## src/rtl/burst_proc_pkg.sv

```systemverilog
// Shared types and constants for the burst processor: FSM state encoding,
// operation encodings and the accumulator identity selection.
package burst_proc_pkg;

  // Controller states.
  typedef enum logic [1:0] {
    S_IDLE    = 2'd0,
    S_COLLECT = 2'd1,
    S_RESULT  = 2'd2
  } state_t;

  // Reduction operation, latched when a burst starts.
  typedef enum logic [1:0] {
    OP_SUM = 2'd0,
    OP_XOR = 2'd1,
    OP_MAX = 2'd2,
    OP_MIN = 2'd3
  } op_t;

  // Identity values are all-zeros or all-ones at any width, so only the
  // replicated bit is stored here; the user replicates it to WIDTH.
  localparam logic IDENT_ZERO = 1'b0;
  localparam logic IDENT_ONES = 1'b1;

  // Bit to replicate across the accumulator when a burst starts.
  function automatic logic identity_bit(input op_t op);
    return (op == OP_MIN) ? IDENT_ONES : IDENT_ZERO;
  endfunction

endpackage : burst_proc_pkg

```

## src/rtl/burst_proc_alu.sv

```systemverilog
// Combinational reduction step: folds one input word into the running
// accumulator according to the latched operation.
module burst_proc_alu
  import burst_proc_pkg::*;
#(
  parameter int WIDTH = 8
) (
  input  op_t              op,
  input  logic [WIDTH-1:0] acc,
  input  logic [WIDTH-1:0] data_in,
  output logic [WIDTH-1:0] next_acc
);

  // Select the next accumulator value; SUM drops the carry out.
  always_comb begin
    // NOTE: default assignment first so every path drives next_acc and no latch is inferred.
    next_acc = acc;
    case (op)
      OP_SUM:  next_acc = acc + data_in;
      OP_XOR:  next_acc = acc ^ data_in;
      OP_MAX:  next_acc = (data_in > acc) ? data_in : acc;
      OP_MIN:  next_acc = (data_in < acc) ? data_in : acc;
      default: next_acc = acc;
    endcase
  end

endmodule : burst_proc_alu

```

## src/rtl/burst_proc_fsm.sv

```systemverilog
// Burst reduction controller. Collects DEPTH words, reduces them with the
// operation latched at start, presents the result until it is consumed,
// and bails out to IDLE on abort or on an inter-word timeout.
module burst_proc_fsm
  import burst_proc_pkg::*;
#(
  parameter int WIDTH   = 8,
  parameter int DEPTH   = 4,
  parameter int TIMEOUT = 16
) (
  input  logic                       clk,
  input  logic                       reset,
  input  logic                       start,
  input  logic [1:0]                 op,
  input  logic                       abort,
  input  logic                       data_valid,
  input  logic [WIDTH-1:0]           data_in,
  input  logic                       out_ready,
  output logic                       ready,
  output logic                       processing,
  output logic                       out_valid,
  output logic [WIDTH-1:0]           data_out,
  output logic [$clog2(DEPTH+1)-1:0] count,
  output logic                       done,
  output logic                       error
);

  localparam int CW = $clog2(DEPTH + 1);
  // The idle counter only ever reaches TIMEOUT-1 before the timeout fires.
  localparam int IW = (TIMEOUT > 1) ? $clog2(TIMEOUT) : 1;

  localparam logic [CW-1:0] LAST_WORD = CW'(DEPTH - 1);
  localparam logic [IW-1:0] LAST_IDLE = IW'(TIMEOUT - 1);

  state_t           state;
  op_t              op_q;
  logic [WIDTH-1:0] acc;
  logic [WIDTH-1:0] next_acc;
  logic [IW-1:0]    idle_cnt;

  burst_proc_alu #(
    .WIDTH (WIDTH)
  ) u_alu (
    .op       (op_q),
    .acc      (acc),
    .data_in  (data_in),
    .next_acc (next_acc)
  );

  // Controller, counters, accumulator and registered status outputs.
  always_ff @(posedge clk or negedge reset) begin
    if (!reset) begin
      // NOTE: the accumulator and result are reset explicitly so no stale data is visible after reset.
      state      <= S_IDLE;
      op_q       <= OP_SUM;
      acc        <= '0;
      idle_cnt   <= '0;
      data_out   <= '0;
      count      <= '0;
      done       <= 1'b0;
      error      <= 1'b0;
      ready      <= 1'b1;
      processing <= 1'b0;
      out_valid  <= 1'b0;
    end else begin
      // NOTE: non-blocking assignments throughout so every register sees pre-edge values.
      done  <= 1'b0;
      error <= 1'b0;

      case (state)
        S_IDLE: begin
          if (start) begin
            state      <= S_COLLECT;
            op_q       <= op_t'(op);
            acc        <= {WIDTH{identity_bit(op_t'(op))}};
            count      <= '0;
            idle_cnt   <= '0;
            ready      <= 1'b0;
            processing <= 1'b1;
          end
        end

        S_COLLECT: begin
          if (abort) begin
            state      <= S_IDLE;
            ready      <= 1'b1;
            processing <= 1'b0;
          end else if (data_valid) begin
            acc      <= next_acc;
            count    <= count + 1'b1;
            idle_cnt <= '0;
            if (count == LAST_WORD) begin
              // Final word: publish the reduced value directly from the ALU.
              state      <= S_RESULT;
              data_out   <= next_acc;
              processing <= 1'b0;
              out_valid  <= 1'b1;
            end
          end else if (idle_cnt == LAST_IDLE) begin
            state      <= S_IDLE;
            error      <= 1'b1;
            ready      <= 1'b1;
            processing <= 1'b0;
          end else begin
            idle_cnt <= idle_cnt + 1'b1;
          end
        end

        S_RESULT: begin
          if (abort) begin
            state     <= S_IDLE;
            ready     <= 1'b1;
            out_valid <= 1'b0;
          end else if (out_ready) begin
            state     <= S_IDLE;
            done      <= 1'b1;
            ready     <= 1'b1;
            out_valid <= 1'b0;
          end
        end

        default: begin
          state      <= S_IDLE;
          ready      <= 1'b1;
          processing <= 1'b0;
          out_valid  <= 1'b0;
        end
      endcase
    end
  end

endmodule : burst_proc_fsm
```

## config.mk

```make
export PLATFORM = sky130hd
export DESIGN_NAME = burst_proc_fsm
export DESIGN_NICKNAME = d
export VERILOG_FILES = /design/src/rtl/burst_proc_pkg.sv /design/src/rtl/burst_proc_alu.sv /design/src/rtl/burst_proc_fsm.sv
export SDC_FILE = /design/constraint.sdc
export NUM_CORES = 1
export LEC_CHECK = 0
export ABC_AREA = 0
export ABC_CLOCK_PERIOD_IN_PS = 5600
export CAP_MARGIN = 20
export CELL_PAD_IN_SITES_DETAIL_PLACEMENT = 0
export CELL_PAD_IN_SITES_GLOBAL_PLACEMENT = 1
export CORE_UTILIZATION = 52
export DETAILED_ROUTE_END_ITERATION = 10
export DONT_BUFFER_PORTS = 1
export PLACE_DENSITY = 0.93
export SYNTH_ARGS = -nofsm -noshare
export SYNTH_HDL_FRONTEND = slang
export SYNTH_SLANG_ARGS = --single-unit
```

## constraint.sdc

```tcl
create_clock -name clk -period 5.6 [get_ports clk]
set_clock_uncertainty 0.1 [all_clocks]
set_input_delay 0.84 -clock clk [delete_from_list [all_inputs] [get_ports clk]]
set_output_delay 0.84 -clock clk [all_outputs]
set_load 0.05 [all_outputs]
```

# Word level (Yosys, flattened, before mapping)
# Index checks and enable logic that the tools add are counted.
dict set report classes {
  add_sub_neg 3
  mul 0
  div 0
  n_lt_le_gt_ge 2
  n_eq_ne 18
  shift 0
  n_mux 51
  n_bitwise 4
  n_reduce_logical 11
}
# cell count
set ops {}
lappend ops {{two-way mux 8 bit} 5}
lappend ops {{one-hot mux 8 bit (4 select lines)} 1}
lappend ops {{two-way mux 1 bit} 24}
lappend ops {{AND reduction 4 bit} 6}
lappend ops {{two-way mux 4 bit} 4}
lappend ops {{one-hot mux 8 bit (2 select lines)} 1}
lappend ops {{two-way mux 2 bit} 7}
lappend ops {{inequality test 3 bit, second input constant} 4}
lappend ops {{two-way mux 3 bit} 3}
lappend ops {{one-hot mux 1 bit (3 select lines)} 3}
lappend ops {{adder 8 bit} 1}
lappend ops {{== test 2 bit, second input constant} 4}
lappend ops {{greater-than comparator 8 bit} 1}
lappend ops {{< comparator 8 bit} 1}
lappend ops {{inequality test 2 bit, second input constant} 4}
lappend ops {{inequality test 4 bit, second input constant} 2}
lappend ops {{one-hot mux 4 bit (2 select lines)} 1}
lappend ops {{XOR 8 bit} 1}
lappend ops {{one-hot mux 2 bit (3 select lines)} 1}
lappend ops {{one-hot mux 3 bit (2 select lines)} 1}
lappend ops {{AND reduction 5 bit} 1}
lappend ops {{adder 4 x 1 -> 4 bit, second input constant} 1}
lappend ops {{== test 2 x 1 -> 1 bit, second input constant} 2}
lappend ops {{== test 4 bit, second input constant} 1}
lappend ops {{other kinds (6)} 9}
dict set report word_totals {
  reg_bits 32
  latch_bits 0
  ramBits 0
  rom_bits 0
  inputBits 16
  n_memories 0
}

# Logic depth before layout (Yosys ltp)
# Gate-level depths: netlist of run 1.
dict set report depth {
  ltp_word 6
  depth_mapped 9
}

# Hierarchy
# Synthesis of run 1 repeated with hierarchy kept, for this count alone.
dict set report hier_totals {
  hier_cells 251
  area_unflattened_um2 2343.5
}
# mod n_inst cells_per_inst area_each_um2 seq_area_each_um2
set by_module_without_submodules {}
lappend by_module_without_submodules {burst_proc_fsm 1 137 1482.7 802.0}
lappend by_module_without_submodules {burst_proc_alu 1 114 860.8 0.0}

# Worst setup path before layout of run 1
# Ideal clock, no wire load.
dict set report synth_path {
  path_type {input to register}
  start {in data_in[2]}
  end {reg acc[2]}
  setup_ns 0.137
  arrival_ns 2.644
  setup_slack_ns 2.719
  stages 8
  path_buffers 1
  cell_sequence {ha_1 and3_1 a221o_1 a21o_1 buf_6 mux2_4 a31oi_1 a31oi_1}
}
dict set report synth_via {
  elab_chain_cells 6
  elab_cells_between_ends 10
  cone_classes {add/sub (1); order compare (2); mux (6); bitwise (1)}
}
# item line
set synth_lines {}
lappend synth_lines {{start: declaration} burst_proc_fsm.sv:17} ;# input logic [WIDTH-1:0] data_in,
lappend synth_lines {{< comparator 8 bit / greater-than comparator 8 bit (equally long branches)} {burst_proc_alu.sv:22, burst_proc_alu.sv:21}}
lappend synth_lines {{two-way mux 8 bit (on tied branches)} {burst_proc_alu.sv:22, burst_proc_alu.sv:21}}
lappend synth_lines {{one-hot mux 8 bit (4 select lines) (*)} burst_proc_alu.sv:18} ;# case (op)
lappend synth_lines {{two-way mux 8 bit (*)} burst_proc_fsm.sv:88} ;# end else if (data_valid) begin
lappend synth_lines {{two-way mux 8 bit (*)} burst_proc_fsm.sv:84} ;# if (abort) begin
lappend synth_lines {{one-hot mux 8 bit (2 select lines) (*)} burst_proc_fsm.sv:70} ;# case (state)
lappend synth_lines {{end signal: assignment} burst_proc_fsm.sv:75} ;# acc <= {WIDTH{identity_bit(op_t'(op))}};
lappend synth_lines {{end signal: assignment} burst_proc_fsm.sv:89} ;# acc <= next_acc;
lappend synth_lines {{end: declaration} burst_proc_fsm.sv:37} ;# logic [WIDTH-1:0] acc;
# Every way passes the cells marked *; elsewhere a longest branch is shown, timed or not. The select of a mux whose other input is x is not followed.
# A chain may end at the register's enable or synchronous reset.

# Worst setup path after layout of run 1
dict set report layout_path {
  start {in data_in[2]}
  end {reg acc[7]}
}
# The elaborated chain is that of the path after synthesis.

==> results of run 1 <==
sequential cells by signal (all words and copies together) (netlist names), 2 cells and up:
register	cells
idle_cnt	4
state	2
count	3
data_out	8
op_q	2
acc	8
cells by family (layout without fill, tap and decap cells):
family / count (synthesis) / in the layout / share of synthesized area
AOI/OAI and AO/OA: 80 / 80 / 0.2261
xor gates and xnor gates: 6 / 6 / 0.02311
adders and majority gates: 19 / 19 / 0.1078
buffers and inverters: 34 / 30 / 0.06051
DFF: 32 / 32 / 0.3526
muxes: 12 / 12 / 0.05941
and+or+nand+nor: 79 / 79 / 0.1705
power breakdown:
part / switching [uW] / total [uW] / internal [uW]
sequential: 254 / 570 / 316
clock: 83.8 / 184 / 100
combinational: 372 / 664 / 293
total: 710 / 1420 / 709
layout make-up:
cell class,instances,area [um^2]
tap,50,62.56
multi-input combinational,196,1335
clock buffer,8,90.09
fill,367,1710
sequential,32,802.0
timing repair buffer,1,7.507
inverter,21,78.83
metrics by stage:
step / std cells / setup slack (ps) / utilization
4_1_cts: 308 / 2669 / 0.5814
5_1_grt: 308 / 2534 / 0.5814
6_report: 308 / 2628 / 0.5814
3_5_place_dp: 300 / 2357 / 0.5594
3_3_place_gp: 300 / 2405 / 0.5594
2_1_floorplan: 262 / 2719 / -
cell usage after synthesis (5+ instances only):
library cell  count
a21oi_1          17
a31oi_1          18
and3_1            5
clkbuf_1          9
dfrtp_1          31
ha_1             18
inv_1            21
mux2i_1           6
nand2_1          20
nand3_1           5
nor2_1           22
nor2b_1           6
nor3_1            5
o21ai_0          18
worst max-delay path: stages:
cell and delay [ps]:
ha_1 360, and3_1 230, a221o_1 370, a21o_1 440, and4_1 300, nor4_1 360
a21oi_1 120
metal layers:
| metal | part of all wire | vias up | global-route usage |
|---|---|---|---|
| li1 | - | 933 | - |
| met1 | 0.50 | 864 | 0.3288 |
| met2 | 0.45 | 41 | 0.3517 |
| met3 | 0.047 | 5 | 0.05833 |
| met4 | 0.0078 | 0 | 0.06250 |
| met5 | 0 | - | 0 |
worst paths after layout:
check                                     endpoint                    start
max in group asynchronous        ready$_DFFE_PN1P_                    reset
max reg2reg                     acc[7]$_DFFE_PN0P_       acc[2]$_DFFE_PN0P_
min reg2reg                idle_cnt[3]$_DFFE_PN0P_  idle_cnt[3]$_DFFE_PN0P_
min in group clk           idle_cnt[3]$_DFFE_PN0P_  idle_cnt[3]$_DFFE_PN0P_
max                             acc[7]$_DFFE_PN0P_               data_in[2]
min                             acc[2]$_DFFE_PN0P_                    reset
==> qor.yml, run 1 <==
yosys:
  ys.flop_type: "dfrtp_1"
  async_reset_ff_frac: 1.000
  synth_area_per_cell_um2: 8.682
  syn-cell-area_um2: 2275
  seq_area_frac_synth: 0.3526
  synth_cells: 262
  synth_top_area_frac: 0.3410
  yosysTopAreaCell: "dfrtp_1"
  yosys_warnings: 0
  synth-edff-count: 0
  synth_nets: 297
  yosys-top-cells-area: "dfrtp_1 (34%), ha_1 (9.9%), a31oi_1 (5.0%), o21ai_0 (4.0%), a21oi_1 (3.7%)"
  synth.distinct_cells: 53
  synth_seq_cells: 32
sta:
  finalSetupViolCount: 0
  rsz0062_at_grt: "no"
  max_slew_margin: 0.4982
  final_max_slew_viol_count: 0
  finalCritPeriodShare: 0.5308
  holdWs_ps: 143.8
  finalHoldViolCount: 0
  fin_tns_setup_ps: 0
  fin_crit_ps: 2972
  tightest_slew_ps: 749.9
  fmax_mhz: 336.4
route:
  ant_nets: 0
  drt-initial-drc-count: 144
  vias: 1843
  avgRoutedWirePerCell_um: 16.55
  first_pass_iters: 4
  drc_errors: 0
  drt_wl_total_um: 5096
  viasPerCell: 5.984
floorplanning:
  core_area_um2: 4086
  die_area_um2: 4643
  fp.dieH_um: 68.14
  io_pins: 32
  fp.dieW_um: 68.14
  row_count: 23
  start_util: 0.5566
clocking:
  clkSinkCount: 32
  cts.clk_slew.worst_paths_ps: 70
  cts_made_buffers: 5
  cts_resized: 0
  cts_tree: "built"
  htreeDepth: 2
  clkLatencyLatePin_ps: 280
  root_buffer: "clkbuf_8"
  clock_path_buffers: 2
  post-cts-setup-buffer-count: 0
  ctsHoldBuffers: 0
layout:
  nNetsFinal: 292
  drive_gt1_frac: 0.06202
  area_delta_synth_final_pct: 4.455
  n_antenna_cell: 0
  mostFrequentLayoutCell: "dfrtp_1"
  final_area_um2: 2376
  final_cell_mix: "dfrtp_1 (31), nor2_1 (22), inv_1 (21)"
worst_setup_path:
  critPathArrivalTime_ps: 3020
  crit_required_ps: 5650
  regToRegSetupSlack_ps: 2710
  rr_worst_depth: 8
  worstSetupPathType: "primary input to flip-flop"
  endpoint_kind: "flip-flop"
  critPathLaunchType: "primary input"
  crit_fanout: 21
grt:
  grt-ovfl-total: 0
  grt_pass1_wl_um: 7928
  first_global_vias: 1621
  grt_max_degree: 33
  gr-usage-all-layers: 0.2330
  antenna_found_initial: 0
power:
  power_uw: 1419
  powerDensity_nw_per_um2: 597.1
  vdd_drop_max_uv: 328.2
  p_leak_uw: 0.001077
placement:
  hpwl_um: 3799
  numPortBuffers: 0
  globalplace.congestion: 0.8011
  dpl_cell_area_um2: 2286
flow_run:
  drv_cap: 0
worst_hold_path:
  hold_path.class: "primary input to async pin"
outcome:
  status: "finished, final reports clean"
Note: power is estimated with default switching activity, not from simulation.
==> inputs of run 2 (changes only) <==
--- a/config.mk
+++ b/config.mk
@@ -6,14 +6,14 @@
 export NUM_CORES = 1
 export LEC_CHECK = 0
 export ABC_AREA = 0
-export ABC_CLOCK_PERIOD_IN_PS = 5600
+export ABC_CLOCK_PERIOD_IN_PS = 3000
 export CAP_MARGIN = 20
 export CELL_PAD_IN_SITES_DETAIL_PLACEMENT = 0
 export CELL_PAD_IN_SITES_GLOBAL_PLACEMENT = 1
-export CORE_UTILIZATION = 52
+export CORE_UTILIZATION = 48
 export DETAILED_ROUTE_END_ITERATION = 10
 export DONT_BUFFER_PORTS = 1
-export PLACE_DENSITY = 0.93
+export PLACE_DENSITY = 0.87
 export SYNTH_ARGS = -nofsm -noshare
 export SYNTH_HDL_FRONTEND = slang
 export SYNTH_SLANG_ARGS = --single-unit
==> constraint.sdc (replaced) <==
create_clock -name clk -period 3 [get_ports clk]
set_clock_uncertainty 0.1 [all_clocks]
set_input_delay 0.45 -clock clk [delete_from_list [all_inputs] [get_ports clk]]
set_output_delay 0.45 -clock clk [all_outputs]
set_load 0.05 [all_outputs]
==> run 2 against run 1 <==
The flow now finishes with violations (design-rule violations). Clock power up 120%. Sequential cell count unchanged. Critical path depth up 1. Utilization down 2.9 points. Highest routed layer unchanged. Clock-buffer cell count down 2.
==> qor.yml, run 2 (synthesis gave the netlist of run 1 again) <==
route:
  first_pass_iters: 7
  drt-initial-drc-count: 118
  drc_errors: 4
  vias: 1933
  avgRoutedWirePerCell_um: 16.90
  drt_wl_total_um: 5339
  ant_nets: 0
  viasPerCell: 6.117
power:
  vdd_drop_max_uv: 692.1
  internal_power_uw: 1415
  combPwrFrac: 0.483
  p_sw_uw: 1351
  power_uw: 2766
  pwr-share-clk: 0.146
  pwr-share-seq: 0.371
  p_sw_frac: 0.4885
  powerDensity_nw_per_um2: 1125
  p_leak_uw: 0.001118
worst_setup_path:
  critPathArrivalTime_ps: 2770
  path_common_cell: "a31oi_1"
  crit_required_ps: 3040
  critPathLaunchType: "flip-flop"
  cp_slowest_stage_delay_ps: 390
  crit-reg2reg-launch: "acc[2]$_DFFE_PN0P_"
  worstSetupPathType: "flip-flop to flip-flop"
  crit_chain: "inv_1, ha_1, and3_1, a221o_1, a21o_2, mux2_4, a31oi_1, a31oi_1"
  regToRegSetupSlack_ps: 270
  rr_worst_depth: 8
  crit_fanout: 21
  worstReg2RegEnd: "data_out[2]$_DFFE_PN0P_"
  endpoint_kind: "flip-flop"
  crit_slowest_cell: "dfrtp_1"
  crit_path_start: "acc[2]$_DFFE_PN0P_"
sta:
  holdWs_ps: 131.0
  finalSetupViolCount: 0
  fin_crit_ps: 2729
  tightest_slew_ps: 753.8
  finalCritPeriodShare: 0.9096
  rsz0062_at_grt: "no"
  fmax_mhz: 366.5
  fin_tns_setup_ps: 0
  final_max_slew_viol_count: 0
  finalHoldViolCount: 0
  max_slew_margin: 0.4956
clocking:
  cts_made_buffers: 5
  clkLatencyLatePin_ps: 280
  htreeDepth: 2
  cts_tree: "built"
  cts.clk_slew.worst_paths_ps: 70
  clock_path_buffers: 2
  clkSinkCount: 32
  root_buffer: "clkbuf_8"
  post-cts-setup-buffer-count: 0
layout:
  area_delta_synth_final_pct: 8.031
  drive_gt1_frac: 0.08712
  n_antenna_cell: 0
  final_cell_mix: "dfrtp_1 (31), nor2_1 (22), inv_1 (21)"
  reg.largest.list: "acc x8, data_out x8, idle_cnt x4"
  nNetsFinal: 298
  mostFrequentLayoutCell: "dfrtp_1"
floorplanning:
  die_area_um2: 5018
  start_util: 0.5118
  core_area_um2: 4444
  fp.dieW_um: 70.84
  fp.dieH_um: 70.84
  io_pins: 32
  row_count: 24
grt:
  use_met2: 0.3707
  grt_max_degree: 33
  globalRouteMet1Util: 0.3175
  gr-usage-all-layers: 0.2288
  first_global_vias: 1908
  busiest_layer: "met2"
  grt_pass1_wl_um: 9183
  grt-ovfl-total: 0
  antenna_found_initial: 0
  use_met3: 0.06125
worst_hold_path:
  holdCritStartpoint: "data_valid"
  hold_depth: 1
  hold_path.class: "primary input to flip-flop"
  min_to: "error$_DFF_PN0_"
placement:
  hpwl_um: 4020
  numPortBuffers: 0
  globalplace.congestion: 0.8403
outcome:
  status: "finished, violations left"
  violations: "design-rule violations"
flow_run:
  drv_cap: 0
run 2: cell types whose count changed in the layout (fill, tap and decap cells not counted), sizes merged:
cell	change
buf	+5
bufinv	+1
dlygate4sd3	+1
clkbuf	-2
clkinv	+1
run 2: repair_timing:
item,in CTS,in global routing
endpoints found under the hold margin,32,0
hold buffers,2,0
setup endpoints to repair,0,1
resized for setup,0,1
run 2: stage by stage:
| step | setup WS [ps] | std cells | instance area, um^2 | util |
|---|---|---|---|---|
| after CTS | 176.3 | 316 | 2456 | 0.5526 |
| after detailed placement | 169.8 | 306 | 2318 | 0.5217 |
| after global routing | 148.5 | 316 | 2457 | 0.5529 |
| after floorplan | 508.5 | 262 | 2275 | - |
| final | 271.2 | 316 | 2457 | 0.5529 |
| after global placement | 203.0 | 306 | 2318 | 0.5217 |
run 2: power groups by stage:
stage	combinational (uW)	sequential [uW]	clock [uW]
finish	1330	1030	404
global route	1510	1050	422
CTS	1320	1030	405
detailed placement	1300	1040	0
global placement	1290	1040	0
floorplan	1090	953	0
run 2: layout make-up:
type                    instances  area [um^2]
repair buffers                  7        67.56
clock inverters                 2        35.03
multi-input cells             196         1336
flip-flops and latches         32        802.0
well taps                      52        65.06
clock buffers                   6        72.57
fillers                       416         1987
inverters                      21        78.83
run 2: per-layer routing:
layer	part of all wire	vias up
met2	0.46	55
met4	0.0032	0
li1	-	946
met3	0.063	4
met1	0.47	928
met5	0	-
run 2: worst max path at each step:
stage	to	slack (ps)	cells past startpoint
5_1_grt	data_out[2]$_DFFE_PN0P_	150	8
3_5_place_dp	data_out[2]$_DFFE_PN0P_	170	7
2_1_floorplan	acc[2]$_DFFE_PN0P_	510	8
6_report	data_out[2]$_DFFE_PN0P_	270	8
3_3_place_gp	acc[7]$_DFFE_PN0P_	200	7
4_1_cts	data_out[2]$_DFFE_PN0P_	180	8
run 2: critical path, delay by kind of cell (launching register included):
family	cells	cell delay, ps
AO/OA/AOI/OAI	4	1100
buffers and inverters	1	80
AND/OR/NAND/NOR	1	220
multiplexers	1	350
flip-flops	1	390
adder cells (fa/ha/maj)	1	350
==> inputs of run 3 (changes only) <==
--- a/config.mk
+++ b/config.mk
@@ -6,14 +6,14 @@
 export NUM_CORES = 1
 export LEC_CHECK = 0
 export ABC_AREA = 0
-export ABC_CLOCK_PERIOD_IN_PS = 3000
 export CAP_MARGIN = 20
 export CELL_PAD_IN_SITES_DETAIL_PLACEMENT = 0
 export CELL_PAD_IN_SITES_GLOBAL_PLACEMENT = 1
-export CORE_UTILIZATION = 48
+export CORE_UTILIZATION = 43
 export DETAILED_ROUTE_END_ITERATION = 10
 export DONT_BUFFER_PORTS = 1
-export PLACE_DENSITY = 0.87
+export PLACE_DENSITY = 0.83
 export SYNTH_ARGS = -nofsm -noshare
 export SYNTH_HDL_FRONTEND = slang
 export SYNTH_SLANG_ARGS = --single-unit
+export TNS_END_PERCENT = 5
==> constraint.sdc (replaced) <==
create_clock -name clk -period 2.3 [get_ports clk]
set_clock_uncertainty 0.1 [all_clocks]
set_input_delay 0.345 -clock clk [delete_from_list [all_inputs] [get_ports clk]]
set_output_delay 0.345 -clock clk [all_outputs]
set_load 0.05 [all_outputs]
==> run 3 against run 2 <==
The flow finishes with violations (negative setup slack). Register-to-register slack worse by 420 ps. Power is 50% higher. Combinational power is 86% higher. Routed wire length is 7.3% higher. Largest power group unchanged.
==> qor.yml, run 3 (synthesis gave the netlist of run 1 again) <==
route:
  drt-initial-drc-count: 142
  first_pass_iters: 4
  vias: 2009
  drt_wl_total_um: 5730
  avgRoutedWirePerCell_um: 15.83
  viasPerCell: 5.550
  ant_nets: 0
  drc_errors: 0
sta:
  rsz0062_at_grt: "yes"
  max_slew_margin: 0.6653
  fin_tns_setup_ps: -1008
  finalSetupViolCount: 14
  final.setup.worst_slack_ps: -150.2
  tightest_slew_ps: 502.0
  finalCritPeriodShare: 1.065
  fin_crit_ps: 2450
  fmax_mhz: 408.1
  finalHoldViolCount: 0
  final_max_slew_viol_count: 0
worst_hold_path:
  hold_depth: 1
  min_to: "done$_DFF_PN0_"
  hold_path.class: "primary input to flip-flop"
  holdCritStartpoint: "abort"
grt:
  grt_pass1_wl_um: 9025
  gr-usage-all-layers: 0.2133
  grt-ovfl-total: 0
  grt_max_degree: 33
  antenna_found_initial: 0
  first_global_vias: 1890
floorplanning:
  fp.dieH_um: 74.73
  io_pins: 32
  die_area_um2: 5585
  start_util: 0.4454
  fp.dieW_um: 74.73
  row_count: 26
  core_area_um2: 5107
clocking:
  root_buffer: "clkbuf_8"
  cts_tree: "built"
  clock_path_buffers: 2
  clkSinkCount: 32
  htreeDepth: 2
  post-cts-setup-buffer-count: 0
  cts_made_buffers: 5
  cts.clk_slew.worst_paths_ps: 70
  clkLatencyLatePin_ps: 280
placement:
  dp.cells: 353
  hpwl_um: 4330
  numPortBuffers: 0
  globalplace.congestion: 0.8055
  dpl_cell_area_um2: 2590
worst_setup_path:
  critPathLaunchType: "flip-flop"
  crit_required_ps: 2340
  crit_chain: "inv_2, ha_4, and3_4, a221o_1, a21o_1, buf_6, mux2_4, a31oi_4, a31oi_2"
  endpoint_kind: "flip-flop"
  regToRegSetupSlack_ps: -150
  critPathArrivalTime_ps: 2490
  cp_slowest_stage_delay_ps: 400
  critical_path.top_delay_family: "compound AO/OA/AOI/OAI gates"
  crit_fanout: 13
  crit_cells: 9
  rr_worst_depth: 9
  crit-reg2reg-launch: "acc[2]$_DFFE_PN0P_"
  crit_slowest_cell: "dfrtp_1"
  crit_buf_inv: 2
  worstReg2RegEnd: "acc[2]$_DFFE_PN0P_"
  worstSetupPathType: "flip-flop to flip-flop"
layout:
  nNetsFinal: 326
  final_area_um2: 2810
  area_delta_synth_final_pct: 23.54
  mostFrequentLayoutCell: "buf_4"
  reg.largest.list: "acc x8, data_out x8, idle_cnt x4"
  final_cell_mix: "buf_4 (32), dfrtp_1 (31), nor2_1 (22)"
  n_antenna_cell: 0
  fillers: 484
  finalNonFillerCells: 362
  drive_gt1_frac: 0.2329
flow_run:
  drv_cap: 0
power:
  power_uw: 4148
  powerDensity_nw_per_um2: 1476
  vdd_drop_max_uv: 609.7
  p_leak_uw: 0.001263
outcome:
  violations: "negative setup slack"
  status: "finished, violations left"
==> run 3: cell type report <==
cell class | instances | area (um^2) | share of cell area
Clock buffer | 6 | 82.58 | 0.02939
Clock inverter | 2 | 10.01 | 0.003562
Inverter | 21 | 78.83 | 0.02805
Multi-Input combinational cell | 196 | 1468 | 0.5223
Sequential cell | 32 | 802.0 | 0.2854
Tap cell | 70 | 87.58 | 0.03117
Timing Repair Buffer | 35 | 281.5 | 0.1002
==> run 3: metal layers <==
layer | share of wire | routed length [um] | GRT usage
met1 | 0.47 | 2673 | 0.2864
met2 | 0.48 | 2778 | 0.3534
met3 | 0.043 | 246 | 0.05355
met4 | 0.0054 | 31 | 0.03564
met5 | 0 | 0 | 0
==> run 3: how the worst max path moves through the flow <==
stage / startpoint / end / slack [ps]
2_1_floorplan: acc[2]$_DFFE_PN0P_ / acc[7]$_DFFE_PN0P_ / 20
3_3_place_gp: acc[2]$_DFFE_PN0P_ / acc[2]$_DFFE_PN0P_ / -160
3_5_place_dp: acc[2]$_DFFE_PN0P_ / acc[2]$_DFFE_PN0P_ / -230
4_1_cts: acc[2]$_DFFE_PN0P_ / acc[2]$_DFFE_PN0P_ / -160
5_1_grt: acc[2]$_DFFE_PN0P_ / acc[2]$_DFFE_PN0P_ / -250
6_report: acc[2]$_DFFE_PN0P_ / acc[2]$_DFFE_PN0P_ / -150
==> run 3: stage by stage <==
stage	hold WS, ps	setup WS, ps	util
CTS	14.31	-155.7	0.5409
detailed placement	-50.04	-227.1	0.5071
global route	14.02	-249.6	0.5502
floorplan	-50.59	21.34	-
global placement	-49.91	-160.7	0.5071
finish	17.85	-150.2	0.5502
==> run 3: worst register-to-register path, cell delays in order, from the launching register on <==
cell	delay [ps]
dfrtp_1	400
inv_2	90
ha_4	210
and3_4	180
a221o_1	370
a21o_1	200
buf_6	160
mux2_4	330
a31oi_4	180
a31oi_2	120
==> run 3: report_power, final <==
part           switching, uW  total [uW]  internal [uW]  leakage [uW]
Clock                    209         448            239     0.0000510
Combinational           1330        2470           1140      0.000804
Sequential               455        1230            772      0.000408
==> run 3: repair_timing <==
item | CTS | global route
pin swaps | 8 | 4
resized for setup | 11 | 8
endpoints found under the hold margin | 32 | 0
setup endpoints to repair | 16 | 16
hold buffers | 2 | 0
==> RTL change, RTL diff (flow settings as in run 1) <==
Register the output `error` once more, cleared by the reset; this adds one clock of latency there. The other outputs are not delayed to match.
--- a/src/rtl/burst_proc_fsm.sv
+++ b/src/rtl/burst_proc_fsm.sv
@@ -33,4 +33,6 @@
   localparam logic [IW-1:0] LAST_IDLE = IW'(TIMEOUT - 1);
 
+  logic error_s0;
+
   state_t           state;
   op_t              op_q;
@@ -59,5 +61,5 @@
       count      <= '0;
       done       <= 1'b0;
-      error      <= 1'b0;
+      error_s0   <= 1'b0;
       ready      <= 1'b1;
       processing <= 1'b0;
@@ -66,5 +68,5 @@
       // NOTE: non-blocking assignments throughout so every register sees pre-edge values.
       done  <= 1'b0;
-      error <= 1'b0;
+      error_s0 <= 1'b0;
 
       case (state)
@@ -99,5 +101,5 @@
           end else if (idle_cnt == LAST_IDLE) begin
             state      <= S_IDLE;
-            error      <= 1'b1;
+            error_s0   <= 1'b1;
             ready      <= 1'b1;
             processing <= 1'b0;
@@ -130,3 +132,11 @@
   end
 
+  always_ff @(posedge clk or negedge reset) begin
+    if (!reset) begin
+      error <= '0;
+    end else begin
+      error <= error_s0;
+    end
+  end
+
 endmodule : burst_proc_fsm
Function: same outputs for any inputs over 4 cycles, from zero or initial values and one cycle with reset low; that may be too few to reach the edited logic, so the function may still have changed.
==> RTL change against run 1 <==
  * Wire length decreased by 6.8%
  * Design area rose by 2.3%
  * Worst setup slack better by 0.15 ns
  * Register-to-register slack better by 0.07 ns
  * Sequential cell count grew 1
  * Sequential power decreased by 16%
  * Fmax rose by 5.2%
  * Synthesized area is 0.61% higher
  * Combinational power decreased by 8.9%
  * First-iteration DRC count fell by 22%
  * Power is 7.4% lower
  * Critical path type is now reg2reg
  * Largest cell class unchanged
  * Highest routed layer unchanged
==> RTL change: results (changes against run 1) <==
Outcome
  – Status: completed (unchanged)

Routing
  – Starting DRT DRC Count: 113 (was 144)
  – Post-DR wirelength/cell: 15.7 um (was 16.5 um)
  – Total number of vias: 1811 (was 1843)

Layout
  – N_diodes: 0 (unchanged)
  – Filler cells: 374 (was 367)
  – Share of cells above drive strength 1: 0.123 (was 0.0620)

Critical path
  – Crit path max-delay family: compound AO/OA/AOI/OAI gates (unchanged)
  – Critical Path AT: 2.90 ns (was 3.02 ns)
  – CP Max Fanout: 12 (was 21)
  – Slowest stage delay, CP: 0.54 ns (was 0.44 ns)
  – Slowest CP cell: a21boi_2 (was a21o_1)
  – R2R Setup Slk: 2.78 ns (was 2.71 ns)

Power and ir drop
  – Cell-internal power: 0.725 mW (was 0.709 mW)
  – Maximum vdd drop: 329 uV (was 328 uV)
  – Leakage power: 1.10 nW (was 1.08 nW)

Placed design
  – Routability Congestion: 0.839 (was 0.801)
  – HPWL after DPL: 3710 um (was 3800 um)
  – Setup WS pre-CTS: 2.47 ns (was 2.36 ns)

Synthesis
  – Async S/R FF share, synth: 1.00 (unchanged)
  – Commonest cells in the netlist: dfrtp_1 (32), a21oi_1 (29), nor2_1 (24) (was dfrtp_1 (31), nor2_1 (22), inv_1 (21))
  – Sequential area share after synthesis: 0.361 (was 0.353)
  – Yosys cell types: 54 (was 53)
  – Post-Syn Nets: 285 (was 297)
  – Area contributors post-synth: dfrtp_1 (35%), ha_1 (9.8%), a21oi_1 (6.3%) (was dfrtp_1 (34%), ha_1 (9.9%), a31oi_1 (5.0%))

STA
  – WHS: 0.140 ns (was 0.144 ns)
  – Slew @ Worst Pin: 0.666 ns (was 0.750 ns)
  – Min Tclk post-route: 2.82 ns (was 2.97 ns)

Clocking
  – TritonCTS buffer count: 5 (unchanged)

Global routing
  – Vias in the first global route: 1742 (was 1621)
  – Global-route wire length before repair: 7880 um (was 7930 um)
  – GRT Total Usage: 0.228 (was 0.233)
  – Largest net degree at the start of global routing: 34 (was 33)
[RTL change: per-stage QoR]
stage	area [um2]	instances	utilization
after floorplan	2290	250	-
after global placement	2310	294	0.562
after detailed placement	2310	294	0.562
after CTS	2430	302	0.591
after global routing	2430	302	0.591
final	2430	302	0.591
[RTL change: per-layer routing]
| layer | up-vias | global-route usage | wire [um] | share of wire |
|---|---|---|---|---|
| li1 | 898 | - | - | - |
| met1 | 871 | 0.323 | 2310 | 0.49 |
| met2 | 39 | 0.346 | 2130 | 0.45 |
| met3 | 3 | 0.0767 | 287 | 0.060 |
| met4 | 0 | 0.0234 | 23 | 0.0048 |
| met5 | - | 0 | 0 | 0 |
[RTL change: cells by family (layout without fill, tap and decap cells)]
family,count (synthesis),in the layout,share of synthesized area
adder cells (fa/ha/maj),19,19,0.107
XOR/XNOR,8,8,0.0306
flip-flops,33,33,0.361
AO/OA/AOI/OAI,79,79,0.233
multiplexers,12,12,0.0623
AND/OR/NAND/NOR,71,71,0.151
buffers and inverters,28,30,0.0536
[RTL change: power by group through the flow]
stage	registers (mW)	clock network, mW	logic, mW
2_1_floorplan	0.450	0	0.535
3_3_place_gp	0.481	0	0.596
3_5_place_dp	0.483	0	0.605
4_1_cts	0.479	0.234	0.608
5_1_grt	0.490	0.245	0.678
6_report	0.477	0.231	0.605
[RTL change: final timing paths]
kind                                           end  depth (start not counted)               start
hold / removal                  acc[7]$_DFFE_PN0P_                          0               reset
min in group clk                   error$_DFF_PN0_                          0  error_s0$_DFF_PN0_
setup / recovery           data_out[5]$_DFFE_PN0P_                          8  acc[5]$_DFFE_PN0P_
setup reg to reg           data_out[5]$_DFFE_PN0P_                          8  acc[5]$_DFFE_PN0P_
hold reg to reg                    error$_DFF_PN0_                          0  error_s0$_DFF_PN0_
max in group asynchronous        ready$_DFFE_PN1P_                          0               reset
[RTL change: final cells by class]
class,count,area share
multi-input cells,189,0.551
flip-flops and latches,33,0.340
clock buffers,7,0.0355
inverters,21,0.0324
well taps,50,0.0257
clock inverters,1,0.0124
repair buffers,1,0.00309
